### src/rtl/board_rst_mgr_if.sv
// rtl/board_rst_mgr_if.sv - button, warm-reset request and status bundle for board_rst_mgr
interface board_rst_mgr_if #(
  parameter int NUM_BTN = 4,
  parameter int NUM_DOM = 3
);
  logic [NUM_BTN-1:0] btn_i;
  logic               sw_rst_req_i;
  logic [NUM_BTN-1:0] btn_db_o;
  logic [NUM_BTN-1:0] btn_rise_o;
  logic [NUM_DOM-1:0] rstn_dom_o;
  logic               busy_o;
  logic [7:0]         rst_count_o;
  logic [3:0]         led_o;

  // Board wrapper / stimulus side
  modport master (
    output btn_i,
    output sw_rst_req_i,
    input  btn_db_o,
    input  btn_rise_o,
    input  rstn_dom_o,
    input  busy_o,
    input  rst_count_o,
    input  led_o
  );

  // Reset manager side
  modport slave (
    input  btn_i,
    input  sw_rst_req_i,
    output btn_db_o,
    output btn_rise_o,
    output rstn_dom_o,
    output busy_o,
    output rst_count_o,
    output led_o
  );
endinterface

### src/rtl/board_rst_mgr.sv
// rtl/board_rst_mgr.sv - button debounce, staggered domain reset release and status LEDs
module board_rst_mgr #(
  parameter int NUM_BTN         = 4,
  parameter int RST_BTN         = 1,
  parameter int DEBOUNCE_CYCLES = 16,
  parameter int NUM_DOM         = 3,
  parameter int HOLD_CYCLES     = 16,
  parameter int REL_GAP         = 8,
  parameter int CNT_W           = 24,
  parameter int BLINK_BIT       = 20
) (
  input  logic           clk_soc,
  input  logic           rstn_soc,
  board_rst_mgr_if.slave bus
);

  localparam int DW      = (DEBOUNCE_CYCLES > 1) ? $clog2(DEBOUNCE_CYCLES) : 1;
  localparam int CNT_MAX = (HOLD_CYCLES > REL_GAP) ? HOLD_CYCLES : REL_GAP;
  localparam int CW      = (CNT_MAX > 1) ? $clog2(CNT_MAX) : 1;
  localparam int IW      = (NUM_DOM > 1) ? $clog2(NUM_DOM) : 1;

  localparam logic [DW-1:0] DB_LAST   = DW'(DEBOUNCE_CYCLES - 1);
  localparam logic [CW-1:0] HOLD_LAST = CW'(HOLD_CYCLES - 1);
  localparam logic [CW-1:0] GAP_LAST  = CW'(REL_GAP - 1);
  localparam logic [IW-1:0] IDX_LAST  = IW'(NUM_DOM - 1);

  typedef enum logic [1:0] {
    ST_HOLD    = 2'd0,
    ST_RELEASE = 2'd1,
    ST_RUN     = 2'd2,
    ST_ASSERT  = 2'd3
  } state_e;

  // Button path state
  logic [NUM_BTN-1:0] sync1_q, sync1_d;
  logic [NUM_BTN-1:0] sync2_q, sync2_d;
  logic [NUM_BTN-1:0] btn_db_q, btn_db_d;
  logic [NUM_BTN-1:0] btn_rise_q, btn_rise_d;
  logic [DW-1:0]      db_cnt_q [NUM_BTN];
  logic [DW-1:0]      db_cnt_d [NUM_BTN];

  // Sequencer state
  state_e             state_q, state_d;
  logic [CW-1:0]      cnt_q, cnt_d;
  logic [IW-1:0]      idx_q, idx_d;
  logic [NUM_DOM-1:0] rstn_dom_q, rstn_dom_d;
  logic [7:0]         rst_count_q, rst_count_d;
  logic               warm_seen_q, warm_seen_d;
  logic               active_q;

  // Status
  logic [CNT_W-1:0]   led_cnt_q, led_cnt_d;

  logic req;
  logic enter_assert;
  logic busy;
  logic unused_led_cnt;

  // Synchronise raw buttons and run one stability counter per button
  always_comb begin
    sync1_d  = bus.btn_i;
    sync2_d  = sync1_q;
    btn_db_d = btn_db_q;
    for (int i = 0; i < NUM_BTN; i++) begin
      db_cnt_d[i] = '0;
      if (sync2_q[i] != btn_db_q[i]) begin
        if (db_cnt_q[i] == DB_LAST) begin
          btn_db_d[i] = sync2_q[i];
        end else begin
          db_cnt_d[i] = db_cnt_q[i] + DW'(1);
        end
      end
    end
    btn_rise_d = btn_db_d & ~btn_db_q;
  end

  // Register the button path
  always_ff @(posedge clk_soc or negedge rstn_soc) begin
    if (!rstn_soc) begin
      sync1_q    <= '0;
      sync2_q    <= '0;
      btn_db_q   <= '0;
      btn_rise_q <= '0;
      for (int i = 0; i < NUM_BTN; i++) begin
        db_cnt_q[i] <= '0;
      end
    end else begin
      sync1_q    <= sync1_d;
      sync2_q    <= sync2_d;
      btn_db_q   <= btn_db_d;
      btn_rise_q <= btn_rise_d;
      for (int i = 0; i < NUM_BTN; i++) begin
        db_cnt_q[i] <= db_cnt_d[i];
      end
    end
  end

  assign req = btn_db_q[RST_BTN] | bus.sw_rst_req_i;

  // Sequencer next state: a request always wins over a pending release step
  always_comb begin
    state_d      = state_q;
    cnt_d        = cnt_q;
    idx_d        = idx_q;
    rstn_dom_d   = rstn_dom_q;
    enter_assert = 1'b0;

    unique case (state_q)
      ST_HOLD: begin
        if (req) begin
          enter_assert = 1'b1;
        end else if (cnt_q == HOLD_LAST) begin
          state_d = ST_RELEASE;
          cnt_d   = '0;
          idx_d   = '0;
        end else begin
          cnt_d = cnt_q + CW'(1);
        end
      end
      ST_RELEASE: begin
        if (req) begin
          enter_assert = 1'b1;
        end else if (cnt_q == GAP_LAST) begin
          rstn_dom_d[idx_q] = 1'b1;
          cnt_d             = '0;
          if (idx_q == IDX_LAST) begin
            state_d = ST_RUN;
          end else begin
            idx_d = idx_q + IW'(1);
          end
        end else begin
          cnt_d = cnt_q + CW'(1);
        end
      end
      ST_RUN: begin
        if (req) begin
          enter_assert = 1'b1;
        end
      end
      ST_ASSERT: begin
        // A fresh software request stretches the hold; a held button blocks exit
        if (bus.sw_rst_req_i) begin
          cnt_d = '0;
        end else if ((cnt_q >= HOLD_LAST) && !btn_db_q[RST_BTN]) begin
          state_d = ST_RELEASE;
          cnt_d   = '0;
          idx_d   = '0;
        end else if (cnt_q < HOLD_LAST) begin
          cnt_d = cnt_q + CW'(1);
        end
      end
      default: begin
        state_d = ST_HOLD;
        cnt_d   = '0;
      end
    endcase

    if (enter_assert) begin
      state_d    = ST_ASSERT;
      cnt_d      = '0;
      idx_d      = '0;
      rstn_dom_d = '0;
    end

    rst_count_d = rst_count_q;
    if (enter_assert && (rst_count_q != 8'hFF)) begin
      rst_count_d = rst_count_q + 8'd1;
    end
    warm_seen_d = warm_seen_q | enter_assert;
  end

  // Register the sequencer; active_q keeps busy_o low while the board reset is held
  always_ff @(posedge clk_soc or negedge rstn_soc) begin
    if (!rstn_soc) begin
      state_q     <= ST_HOLD;
      cnt_q       <= '0;
      idx_q       <= '0;
      rstn_dom_q  <= '0;
      rst_count_q <= '0;
      warm_seen_q <= 1'b0;
      active_q    <= 1'b0;
    end else begin
      state_q     <= state_d;
      cnt_q       <= cnt_d;
      idx_q       <= idx_d;
      rstn_dom_q  <= rstn_dom_d;
      rst_count_q <= rst_count_d;
      warm_seen_q <= warm_seen_d;
      active_q    <= 1'b1;
    end
  end

  assign led_cnt_d = led_cnt_q + CNT_W'(1);

  // Free-running heartbeat counter
  always_ff @(posedge clk_soc or negedge rstn_soc) begin
    if (!rstn_soc) begin
      led_cnt_q <= '0;
    end else begin
      led_cnt_q <= led_cnt_d;
    end
  end

  // Only two heartbeat taps are displayed
  assign unused_led_cnt = ^led_cnt_q;

  assign busy = active_q & (state_q != ST_RUN);

  assign bus.btn_db_o    = btn_db_q;
  assign bus.btn_rise_o  = btn_rise_q;
  assign bus.rstn_dom_o  = rstn_dom_q;
  assign bus.busy_o      = busy;
  assign bus.rst_count_o = rst_count_q;
  assign bus.led_o       = {warm_seen_q,
                            busy & led_cnt_q[BLINK_BIT-3],
                            led_cnt_q[BLINK_BIT],
                            state_q == ST_RUN};

endmodule

### src/flat_wrapper.sv
// flat-port wrapper written by rule: the top's interface ports become plain ports
module board_rst_mgr_flat 
#(
  parameter int NUM_BTN         = 4,
  parameter int RST_BTN         = 1,
  parameter int DEBOUNCE_CYCLES = 16,
  parameter int NUM_DOM         = 3,
  parameter int HOLD_CYCLES     = 16,
  parameter int REL_GAP         = 8,
  parameter int CNT_W           = 24,
  parameter int BLINK_BIT       = 20
)
  (clk_soc, rstn_soc, bus_btn_i, bus_sw_rst_req_i, bus_btn_db_o, bus_btn_rise_o, bus_rstn_dom_o, bus_busy_o, bus_rst_count_o, bus_led_o);
  board_rst_mgr_if #(.NUM_BTN(NUM_BTN), .NUM_DOM(NUM_DOM)) bus_i ();
  input  logic clk_soc;
  input  logic rstn_soc;
  input wire logic [$bits(bus_i.btn_i)-1:0] bus_btn_i;
  input wire logic [$bits(bus_i.sw_rst_req_i)-1:0] bus_sw_rst_req_i;
  output wire logic [$bits(bus_i.btn_db_o)-1:0] bus_btn_db_o;
  output wire logic [$bits(bus_i.btn_rise_o)-1:0] bus_btn_rise_o;
  output wire logic [$bits(bus_i.rstn_dom_o)-1:0] bus_rstn_dom_o;
  output wire logic [$bits(bus_i.busy_o)-1:0] bus_busy_o;
  output wire logic [$bits(bus_i.rst_count_o)-1:0] bus_rst_count_o;
  output wire logic [$bits(bus_i.led_o)-1:0] bus_led_o;
  assign bus_i.btn_i = bus_btn_i;
  assign bus_i.sw_rst_req_i = bus_sw_rst_req_i;
  assign bus_btn_db_o = bus_i.btn_db_o;
  assign bus_btn_rise_o = bus_i.btn_rise_o;
  assign bus_rstn_dom_o = bus_i.rstn_dom_o;
  assign bus_busy_o = bus_i.busy_o;
  assign bus_rst_count_o = bus_i.rst_count_o;
  assign bus_led_o = bus_i.led_o;
  board_rst_mgr #(.NUM_BTN(NUM_BTN), .RST_BTN(RST_BTN), .DEBOUNCE_CYCLES(DEBOUNCE_CYCLES), .NUM_DOM(NUM_DOM), .HOLD_CYCLES(HOLD_CYCLES), .REL_GAP(REL_GAP), .CNT_W(CNT_W), .BLINK_BIT(BLINK_BIT)) u_core (.clk_soc(clk_soc), .rstn_soc(rstn_soc), .bus(bus_i));
endmodule
### config.mk
export PLATFORM = sky130hd
export DESIGN_NAME = board_rst_mgr_flat
export DESIGN_NICKNAME = d
export VERILOG_FILES = /design/src/rtl/board_rst_mgr_if.sv /design/src/rtl/board_rst_mgr.sv /design/src/flat_wrapper.sv
export SDC_FILE = /design/constraint.sdc
export NUM_CORES = 1
export LEC_CHECK = 0
export ABC_CLOCK_PERIOD_IN_PS = 1640
export BUFFER_PORTS_ARGS = -buffer_cell sky130_fd_sc_hd__buf_2
export CAP_MARGIN = 10
export CORE_MARGIN = 5
export CORE_UTILIZATION = 35
export CTS_CLUSTER_DIAMETER = 80
export DETAILED_ROUTE_END_ITERATION = 10
export PLACE_DENSITY_LB_ADDON = 0.25
export SLEW_MARGIN = 30
export SYNTH_ARGS = -nofsm -noshare
export SYNTH_HDL_FRONTEND = slang
export SYNTH_SLANG_ARGS = --single-unit
### constraint.sdc
create_clock -name clk_soc -period 1.64 [get_ports clk_soc]
set_input_delay 0.082 -clock clk_soc [delete_from_list [all_inputs] [get_ports clk_soc]]
set_output_delay 0.082 -clock clk_soc [all_outputs]
set_load 0.1 [all_outputs]
==> summary.md, run 1 <==
| Metric | Value |
|---|---|
| RD Place Congestion | between 0.7 and 0.8 |
| Crit Reg-Reg Startpoint | u_core.cnt_q[1] |
| Combinational Power Share | 0.381 |
| Final Hold Fails | 0 |
| CP Capture Type | flip-flop |
| Most common cell in the netlist | dfrtp_1 |
| Net Sw Power | 0.00239 W |
| Post-layout minimum cycle time | 1.60 ns |
| Die height | ~110 µm |
| Clock buffers created by TritonCTS | 9 |
| GR peak layer | met2 |
| Setup Skew | 0.0155 ns |
| Clock Tree Root | clkbuf_8 |
| R2r endpoint | u_core.state_q[0] |
| Met1 usage | 0.137 |
| Pwr/cell area | approximately 1400 mW/mm² |
| Worst R2R Setup Slack | between 0.04 and 0.05 ns |
| Synth cell types | 50 |
| Clock power share | 0.244 |
| Leakage | ~1.9 nW |
| RSZ-0062 raised after global routing | yes |
| Synth top area share | 0.557 |
| Largest net degree at the start of global routing | 75 |
| Internal Power | roughly 0.0037 W |
| Fmax achieved | between 600 and 700 MHz |
| Total power | 0.00606 W |
| Run status | finished clean |
| Syn nets | 295 |
| First DRT Iteration DRCs | approximately 70 |
| CTS Sinks | 74 |
| Critical path data required time | approximately 1.9 ns |
| Drt total wl | 5820 µm |
| Number of global-route vias before repair | around 2.3k |
| Die area | around 0.012 mm² |
| Antenna Cells | 0 |
| Total Neg Setup Slack | 0 ns |
| Async SR Flop Fraction | 1.00 |
| Post-synthesis sequential area ratio | 0.557 |
| Number of I/O pins | 31 |
| Critical path type | flip-flop to flip-flop |
| CP max FO | 8 |
| Nets | 359 |
| Reg clk slew, reported paths | about 0.08 ns |
| WP data arrival | ~1.8 ns |
| Post-synth EDFFs | 0 |
| Top cells by count, synth | dfrtp_1 (74), xnor2_1 (25), nand3_1 (15) |
| MaxCap Viol Count | 0 |
| Core area | slightly above 0.009 mm² |
| Synth area leaders | dfrtp_1 (56%), xnor2_1 (6.6%), ha_1 (5.3%), xor2_1 (2.4%), nand3_1 (2.3%) |
| CTS tree | yes |
| CP max-delay cell | dfrtp_1 |
| CP Launch Type | flip-flop |
| CP peak stage delay | 0.42 ns |
| Yosys top cell by area | dfrtp_1 |
| GRT Residual Overflow | 0 |
| Final cycle utilization of the critical path | 0.975 |
| Row count | 35 |
| Initial Util | 0.360 |
| Share of cells above drive strength 1 | 0.347 |
| Worst slack, placed | -0.0136 ns |
| Via density per instance | around 4.7 |
| Number of routed nets with antenna violations | 0 |
| R2R depth | 7 |
| M2 GR Usage | 0.176 |
| # port buffers | 30 |
| Detailed-route via count | 2209 |
| CP cell instances | ha_4, nand3_1, buf_4, o22ai_2, o311a_4, nand2_1, a22o_1 |
| Slew Viols, Final | 0 |
| Post-DP HPWL | roughly 4000 µm |
| CTS Buffer Depth | 2 |
| Final setup viols | 0 |
| Avg WL per Cell | between 10 and 15 µm |
| Average size of a mapped cell | 12.1 µm² |
| H-tree depth | 3 |
| Dominant synthesized flop cell | dfrtp_1 |
| Worst min-delay path class | input pin to flip-flop |
| Fin worst setup slack | 0.0414 ns |
| Global-route met3 utilization | 0.0276 |
| Net Sw Frac | 0.394 |
| Syn Std Cell Area | roughly 0.0033 mm² |
| Skew-Pair Late Insertion Delay | around 0.34 ns |
| DRC errors left | 0 |
| Largest vdd supply drop | approximately 1300 µV |
| Sequential power share | 0.375 |
| First drt pass iteration count | 4 |
| Die Width | 107 µm |
| CP Capture Point | u_core.state_q[0] |
| Area delta synth->final | 26.8% |
| Antenna violations before repair | 0 |
| Yosys warns | 0 |
| Global-route wire length before repair | a little over 10000 µm |
| Crit. Startpoint | u_core.cnt_q[1] |
| GR Util All Layers | 0.110 |
| Yosys reg bits | 74 |
| Syn Inst Count | between 200 and 300 |
state kept, by name, indices dropped and copies added, names as in the netlist, 2 cells and up:
| register | flops |
|---|---|
| u_core.led_cnt_q | 21 |
| u_core.db_cnt_q | 16 |
| u_core.bus.rst_count_o | 8 |
| u_core.bus.btn_db_o | 4 |
| u_core.bus.btn_rise_o | 4 |
| u_core.cnt_q | 4 |
| u_core.sync1_q | 4 |
| u_core.sync2_q | 4 |
| u_core.bus.rstn_dom_o | 3 |
| u_core.idx_q | 2 |
| u_core.state_q | 2 |
kinds of logic after synthesis:
group           Yosys count  synth area share
xor+xnor                 34            0.0896
buf+inv                  16            0.0226
simple gates             88             0.153
mux                       6            0.0199
fa+ha+maj                14            0.0527
compound gates           41             0.104
flops                    74             0.557
other cells               1           0.00113
layout make-up:
| class | instances | area (µm²) |
|---|---|---|
| Inverter | 13 | 48.8 |
| Sequential cell | 74 | 1880 |
| Fill cell | 868 | 5020 |
| Clock inverter | 7 | 82.6 |
| Clock buffer | 9 | 124 |
| Timing Repair Buffer | 56 | 417 |
| Multi-Input combinational cell | 184 | 1510 |
| Tap cell | 129 | 161 |
power by group through the flow:
stage	sequential [W]	combinational (W)	clock, W
after floorplan	0.00283	0.00106	0
final	0.00227	0.00231	0.00148
after CTS	0.00226	0.00220	0.00153
after global routing	0.00231	0.00247	0.00162
after global placement	0.00228	0.00213	0
after detailed placement	0.00229	0.00215	0
layout by cell type, fill, tap and decap left out, types with 5 or more instances in the layout:
| master | instances |
|---|---|
| dfrtp_4 | 5 |
| xnor2_1 | 25 |
| nor2b_1 | 5 |
| buf_4 | 19 |
| xor2_1 | 9 |
| nor2_1 | 12 |
| dfrtp_2 | 5 |
| clkbuf_8 | 9 |
| buf_2 | 26 |
| dlygate4sd3_1 | 5 |
| nor3b_1 | 6 |
| nand4_1 | 7 |
| inv_1 | 11 |
| dfrtp_1 | 64 |
| ha_1 | 8 |
| nand2_1 | 13 |
| a21oi_1 | 9 |
| o21ai_0 | 5 |
| nand3_1 | 15 |
worst max-delay path: cells and delay by family (launching register included):
family                   cells  cell delay [ns]
adder cells (fa/ha/maj)      1             0.17
flip-flops                   1             0.42
AO/OA/AOI/OAI                3             0.57
buffers and inverters        1             0.16
AND/OR/NAND/NOR              2             0.17
per-stage QoR:
step | cells | util | hold WS [ns] | instance area, µm²
final | 472 | 0.456 | 0.231 | 4220
after global routing | 472 | 0.456 | 0.243 | 4220
after CTS | 471 | 0.449 | 0.206 | 4150
after detailed placement | 446 | 0.417 | 0.134 | 3850
after global placement | 446 | 0.417 | 0.132 | 3850
after floorplan | 274 | - | -0.214 | 3400
repair_timing:
action,in CTS,in global routing
setup endpoints to repair,5,12
setup buffers,4,1
gates cloned,0,0
pin swaps,3,8
hold buffers,5,0
endpoints found under the hold margin,78,0
resized for setup,4,16
routing by layer:
metal,part of all wire,vias to the layer above
li1,-,1086
met5,0,-
met2,0.48,23
met1,0.47,1094
met4,0.015,0
met3,0.031,6
how the worst min path moves through the flow:
stage | cells past startpoint | startpoint | end
2_1_floorplan | 0 | rstn_soc | u_core.active_q
3_3_place_gp | 2 | rstn_soc | u_core.led_cnt_q[3]
3_5_place_dp | 2 | rstn_soc | u_core.led_cnt_q[3]
4_1_cts | 4 | bus_sw_rst_req_i | u_core.cnt_q[2]
5_1_grt | 4 | bus_sw_rst_req_i | u_core.cnt_q[2]
6_report | 4 | bus_sw_rst_req_i | u_core.cnt_q[2]
Power figures use the tool's default switching activity.
==> run 2, diff against run 1 <==
- CORE_ASPECT_RATIO: unset -> 1.5
==> run 2 against run 1 <==
  * Hold slack lost 0.065 ns
  * Sequential share of layout area shrank 0.46 points
  * First-iteration DRC count grew 5.6%
  * Clock power grew 51%
  * Critical path type unchanged
  * Largest cell class unchanged
  * Largest power group is now registers
  * Highest routed layer unchanged
==> summary.md, run 2 (synthesis results as in run 1) <==
| Metric | Value |
|---|---|
| Run status | finished clean |
| Worst R2R Setup Slack | 0.03 ns (-0.02 ns) |
| RSZ-0062 raised after global routing | yes |
| Fillers | 846 (-2.5%) |
| Drt total wl | 6060 µm (+4.2%) |
| Number of routed nets with antenna violations | 0 (unchanged) |
| Initial Util | 0.359 (-0.000535) |
| Number of I/O pins | 31 (unchanged) |
| Net Sw Frac | 0.353 (-0.0412) |
| CTS tree | yes |
| Area of the multi-input gates | 0.00150 mm² (-0.25%) |
| Pwr/cell area | 1570 mW/mm² (+9.1%) |
| MaxCap Viol Count | 0 (unchanged) |
| Leakage | 1.92 nW (+1.3%) |
| CP max-delay cell | dfrtp_2 |
| Combinational Power Share | 0.328 (-0.053) |
| H-tree depth | 3 (unchanged) |
| First DRT Iteration DRCs | 75 (+5.6%) |
| Internal Power | 0.00432 W (+18%) |
| Net Sw Power | 0.00236 W (-1.3%) |
| Largest vdd supply drop | 1950 µV (+48%) |
| Final Hold Fails | 0 (unchanged) |
| Number of global-route vias before repair | 2317 (+1.6%) |
| Die height | 129 µm (+20%) |
| Final cycle utilization of the critical path | 0.984 (+0.00933) |
| CP Capture Type | flip-flop |
| First drt pass iteration count | 4 (unchanged) |
| CP cell instances | ha_2, buf_4, o22ai_4, o311a_4, nand2_1, a22o_1 |
| Util after Layout | 0.460 (+0.00405) |
| WP data arrival | 1.83 ns (about the same) |
| Share of cells above drive strength 1 | 0.316 (-0.0305) |
| Global-route wire length before repair | 10500 µm (+3.7%) |
| Avg WL per Cell | 13.6 µm (+10%) |
| CTS Sinks | 74 (unchanged) |
| Die Width | 89.6 µm (-17%) |
| Largest net degree at the start of global routing | 65 (-13%) |
| CP peak stage delay | 0.45 ns (+0.03 ns) |
| Clock power share | 0.334 (+0.090) |
| Fmax achieved | 620 MHz (-0.95%) |
| Core area | 0.00925 mm² (+0.15%) |
| Antenna violations before repair | 0 (unchanged) |
| Critical path data required time | 1.85 ns (-0.02 ns) |
| DRC errors left | 0 (unchanged) |
| CP Launch Type | flip-flop |
| Die area | 0.0116 mm² (+0.35%) |
| Post-DP HPWL | 4130 µm (+3.6%) |
| CTS Buffer Depth | 2 (unchanged) |
| Setup Skew | 0.00445 ns (-0.0110 ns) |
| Via density per instance | 4.88 (+4.3%) |
| Largest register FFs | 21 (unchanged) |
| Dpl cell area | 0.00379 mm² (-1.6%) |
| Top reg by flops | u_core.led_cnt_q |
| Skew-Pair Late Insertion Delay | 0.33 ns (about the same) |
| Final setup viols | 0 (unchanged) |
| Row count | 43 (+23%) |
| Reg area | 0.00188 mm² (unchanged) |
| Detailed-route via count | 2182 (-1.2%) |
| # port buffers | 30 (unchanged) |
| GRT Residual Overflow | 0 (unchanged) |
| Post-layout minimum cycle time | 1.61 ns (+0.0153 ns) |
| Inst Count DP | 424 (-4.9%) |
| RD Place Congestion | 0.751 (-3.3%) |
| Commonest non-fill, non-tap cells in the layout | dfrtp_1 (64), buf_2 (27), xnor2_1 (25) |
| Commonest non-fill, non-tap cell in the layout | dfrtp_1 |
| GR Util All Layers | 0.119 (+0.00853) |
| CP max FO | 8 (unchanged) |
| Area delta synth->final | 28.2% |
| Critical path type | flip-flop to flip-flop |
| Nets | 351 (-2.2%) |
| Worst min-delay path class | input pin to asynchronous set/reset pin |
| Antenna Cells | 0 (unchanged) |
| Final Cell Area | 0.00426 mm² (+1.0%) |
| Slew Viols, Final | 0 (unchanged) |
| Clock buffers created by TritonCTS | 9 (unchanged) |
| Clock Tree Root | clkbuf_16 |
| Reg clk slew, reported paths | 0.06 ns (-0.02 ns) |
| Sequential power share | 0.338 (-0.037) |
| Post-layout instance count excluding filler cells | 447 (-5.3%) |
==> run 2: critical path: cells and delay by family, from the launching register on <==
kind                       cells  cell delay (ns)
AOI/OAI and AO/OA              3             0.62
DFF                            1             0.45
adders and majority gates      1             0.20
buffers and inverters          1             0.16
and+or+nand+nor                1             0.06
==> run 2: final timing paths <==
| check | startpoint | depth (start not counted) | to |
|---|---|---|---|
| worst max-delay path | u_core.state_q[0] | 6 | u_core.state_q[0] |
| worst min-delay path | rstn_soc | 2 | u_core.bus.btn_rise_o[2] |
| worst max register to register | u_core.state_q[0] | 6 | u_core.state_q[0] |
| worst min register to register | u_core.sync1_q[0] | 0 | u_core.sync2_q[0] |
| max in group asynchronous | rstn_soc | 3 | u_core.bus.btn_db_o[1] |
| min in group clk_soc | bus_sw_rst_req_i | 3 | u_core.warm_seen_q |
==> run 2: stage by stage <==
stage / hold WS, ns / power, W / setup WS (ns) / TNS (ns)
after global routing: 0.203 / 0.00702 / -0.0445 / -0.265
after floorplan: -0.214 / 0.00389 / -0.182 / -0.664
after global placement: -0.0235 / 0.00435 / 0.0237 / 0
after detailed placement: -0.0145 / 0.00437 / -0.00269 / -0.00567
after CTS: 0.157 / 0.00672 / 0.00300 / 0
final: 0.165 / 0.00669 / 0.0261 / 0
==> run 2: power groups by stage <==
stage,clock (W),combinational (W),sequential [W]
2_1_floorplan,0,0.00106,0.00283
3_3_place_gp,0,0.00207,0.00228
3_5_place_dp,0,0.00209,0.00228
4_1_cts,0.00231,0.00215,0.00225
5_1_grt,0.00237,0.00236,0.00230
6_report,0.00223,0.00219,0.00226
==> run 2: repair_timing <==
item,4_1_cts,5_1_grt
gates resized for setup,7,9
pin swaps,3,4
hold buffers,5,0
hold endpoints to repair,14,0
buffers inserted,1,1
setup endpoints to repair,7,16
==> run 2: final cells by class <==
cell class / count / area share
Clock inverter: 6 / 0.0267
Timing Repair Buffer: 48 / 0.0814
Inverter: 13 / 0.0120
Multi-Input combinational cell: 184 / 0.353
Tap cell: 112 / 0.0329
Clock buffer: 10 / 0.0537
Sequential cell: 74 / 0.441
==> run 2: routing by layer <==
metal  GRT usage  wire length [µm]  vias to the layer above
met5           0                 0                        -
met4      0.0745               154                        0
met3      0.0344               263                       11
met2       0.185              2920                       39
met1       0.141              2720                     1059
li1            -                 -                     1073
==> run 3, diff against run 2 <==
==> constraint.sdc (replaced) <==
create_clock -name clk_soc -period 1.64 [get_ports clk_soc]
set_input_delay 0.082 -clock clk_soc [delete_from_list [all_inputs] [get_ports clk_soc]]
set_output_delay 0.082 -clock clk_soc [all_outputs]
set_load 0.005 [all_outputs]
==> run 3 against run 2 <==
  * The flow now finishes with violations (setup timing)
  * Design area is 0.73% higher
  * First-iteration DRC count is 4.0% higher
  * Clock power is 15% lower
  * Routed wire length is 2.0% higher
  * Clock-buffer cell count is 1 higher
  * Critical path depth stayed put
  * Sequential power is 2% lower
  * Via count is 2.6% higher
  * Register-to-register slack worse by 0.05 ns
  * Sequential share of layout area is 0.82 points lower
  * Die area stayed put
==> summary.md, run 3 (synthesis results as in run 1) <==
| Metric | Value |
|---|---|
| Share of cells above drive strength 1 | 0.331 (+0.0150) |
| Crit Reg-Reg Startpoint | u_core.state_q[1] |
| Total power | 0.00598 W (-11%) |
| Leakage | 1.99 nW (+3.7%) |
| Area delta synth->final | 29.1% |
| CP max FO | 7 (-1) |
| CP max-delay cell | dfrtp_2 |
| Routed length on met2 | 3160 µm (+8.1%) |
| Worst min-delay path class | input pin to asynchronous set/reset pin |
| Avg WL per Cell | 13.4 µm (-1.3%) |
| Worst R2R Setup Slack | -0.02 ns (-0.05 ns) |
| M1 wire length | 2580 µm (-5.3%) |
| Top sig layer | met4 |
| CTS Buffer Depth | 2 (unchanged) |
| First drt pass iteration count | 4 (unchanged) |
| CP peak stage delay | 0.44 ns (about the same) |
| Largest vdd supply drop | 691 µV (-65%) |
| Util after Layout | 0.464 (+0.00338) |
| H-tree depth | 3 (unchanged) |
| First DRT Iteration DRCs | 78 (+4.0%) |
| Buf/Inv on CP | 3 (+2) |
| Antenna violations before repair | 0 (unchanged) |
| Final setup viols | 3 (+3) |
| CTS tree | yes |
| Skew-Pair Late Insertion Delay | 0.33 ns (about the same) |
| Largest register FFs | 21 (unchanged) |
| CP Capture Type | flip-flop |
| Largest net degree at the start of global routing | 40 (-38%) |
| Die area | 0.0116 mm² (unchanged) |
| WP data arrival | 1.88 ns (+0.05 ns) |
| Initial Util | 0.359 (unchanged) |
| Core area | 0.00925 mm² (unchanged) |
| RSZ-0062 raised after global routing | yes |
| R2R depth | 6 (unchanged) |
| Via density per instance | 4.85 (-0.72%) |
| Pwr/cell area | 1390 mW/mm² (-11%) |
| Fin worst setup slack | -0.0242 ns (-0.0503 ns) |
| Run status | finished, violations left |
| Post-layout instance count excluding filler cells | 462 (+3.4%) |
| Clock Tree Root | clkbuf_16 |
| Detailed-route via count | 2239 (+2.6%) |
| Crit-path most repeated cell | inv_2 |
| Fmax achieved | 601 MHz (-3.0%) |
| Die Width | 89.6 µm (unchanged) |
| Nets | 366 (+4.3%) |
| Number of routed nets with antenna violations | 0 (unchanged) |
| Critical path data required time | 1.86 ns (about the same) |
| Commonest non-fill, non-tap cells in the layout | dfrtp_1 (71), buf_2 (29), xnor2_1 (25), buf_4 (25) |
| GR Util All Layers | 0.120 (+0.00103) |
| Global-route wire length before repair | 10700 µm (+1.4%) |
| Worst slack, placed | -0.0725 ns (-0.0699 ns) |
| Number of global-route vias before repair | 2322 (+0.22%) |
| GRT Residual Overflow | 0 (unchanged) |
| Inst Count DP | 433 (+2.1%) |
| Top reg by flops | u_core.led_cnt_q |
| Post-DP HPWL | 4320 µm (+4.8%) |
| Clock buffers created by TritonCTS | 9 (unchanged) |
| Antenna Cells | 0 (unchanged) |
| Die height | 129 µm (unchanged) |
| Row count | 43 (unchanged) |
| Reg clk slew, reported paths | 0.05 ns (about the same) |
| Top Family by Delay on Critical Path | compound AO/OA/AOI/OAI gates |
| Drt total wl | 6180 µm (+2.0%) |
| CP Launch Type | flip-flop |
| Final cycle utilization of the critical path | 1.01 (+0.0307) |
| Slew Viols, Final | 0 (unchanged) |
| Commonest non-fill, non-tap cell in the layout | dfrtp_1 |
| DR WL met3 | 281 µm (+6.8%) |
| Critical path type | flip-flop to flip-flop |
| Post-layout minimum cycle time | 1.66 ns (+0.0503 ns) |
| Number of I/O pins | 31 (unchanged) |
| Final Hold Fails | 0 (unchanged) |
| R2r endpoint | u_core.idx_q[1] |
| RD Place Congestion | 0.873 (+16%) |
| Failing checks | setup timing |
| CTS Sinks | 74 (unchanged) |
| Fillers | 851 (+0.59%) |
| MaxCap Viol Count | 0 (unchanged) |
| CP cell instances | inv_2, ha_2, inv_2, o311a_4, buf_4, a31o_1 |
| # port buffers | 30 (unchanged) |
| DRC errors left | 0 (unchanged) |
| Setup Skew | 0.00326 ns (-0.00119 ns) |
==> run 3: routing by layer <==
layer	up-vias	GRT usage
li1	1104	-
met1	1086	0.139
met2	34	0.190
met3	15	0.0433
met4	0	0.0613
met5	-	0
==> run 3: final cells by class <==
cell class | count | area, µm² | area share
Inverter | 13 | 48.8 | 0.0114
Sequential cell | 74 | 1860 | 0.432
Clock buffer | 11 | 233 | 0.0542
Clock inverter | 5 | 55.1 | 0.0128
Timing Repair Buffer | 63 | 437 | 0.102
Tap cell | 112 | 140 | 0.0327
Multi-Input combinational cell | 184 | 1520 | 0.355
==> run 3: what timing repair did <==
item	CTS	global route
setup endpoints to repair	6	13
pin swaps	4	6
resized for setup	15	20
endpoints found under the hold margin	62	0
hold buffers	5	0
setup buffers	2	6
==> run 3: how the worst max path moves through the flow <==
stage	start	endpoint	slack [ns]	cells after the start
2_1_floorplan	u_core.state_q[0]	u_core.bus.rst_count_o[1]	0.05	4
3_3_place_gp	u_core.state_q[0]	u_core.state_q[0]	0.03	7
3_5_place_dp	u_core.state_q[0]	u_core.idx_q[0]	-0.07	7
4_1_cts	u_core.cnt_q[1]	u_core.idx_q[0]	0.0002	6
5_1_grt	u_core.state_q[1]	u_core.idx_q[0]	-0.07	6
6_report	u_core.state_q[1]	u_core.idx_q[1]	-0.02	6
==> run 3: power breakdown <==
part / internal, W / switching [W] / leakage [nW]
registers: 0.00203 / 0.000196 / 0.958
clock network: 0.00117 / 0.000730 / 0.136
logic: 0.000961 / 0.000888 / 0.893
==> run 3: per-stage QoR <==
step	area, µm²	setup TNS (ns)	hold slack, ns
after floorplan	3320	0	-0.214
after global routing	4290	-0.375	0.194
after global placement	3750	0	-0.00694
after detailed placement	3750	-0.254	-0.00187
after CTS	4160	0	0.180
final	4290	-0.0531	0.173
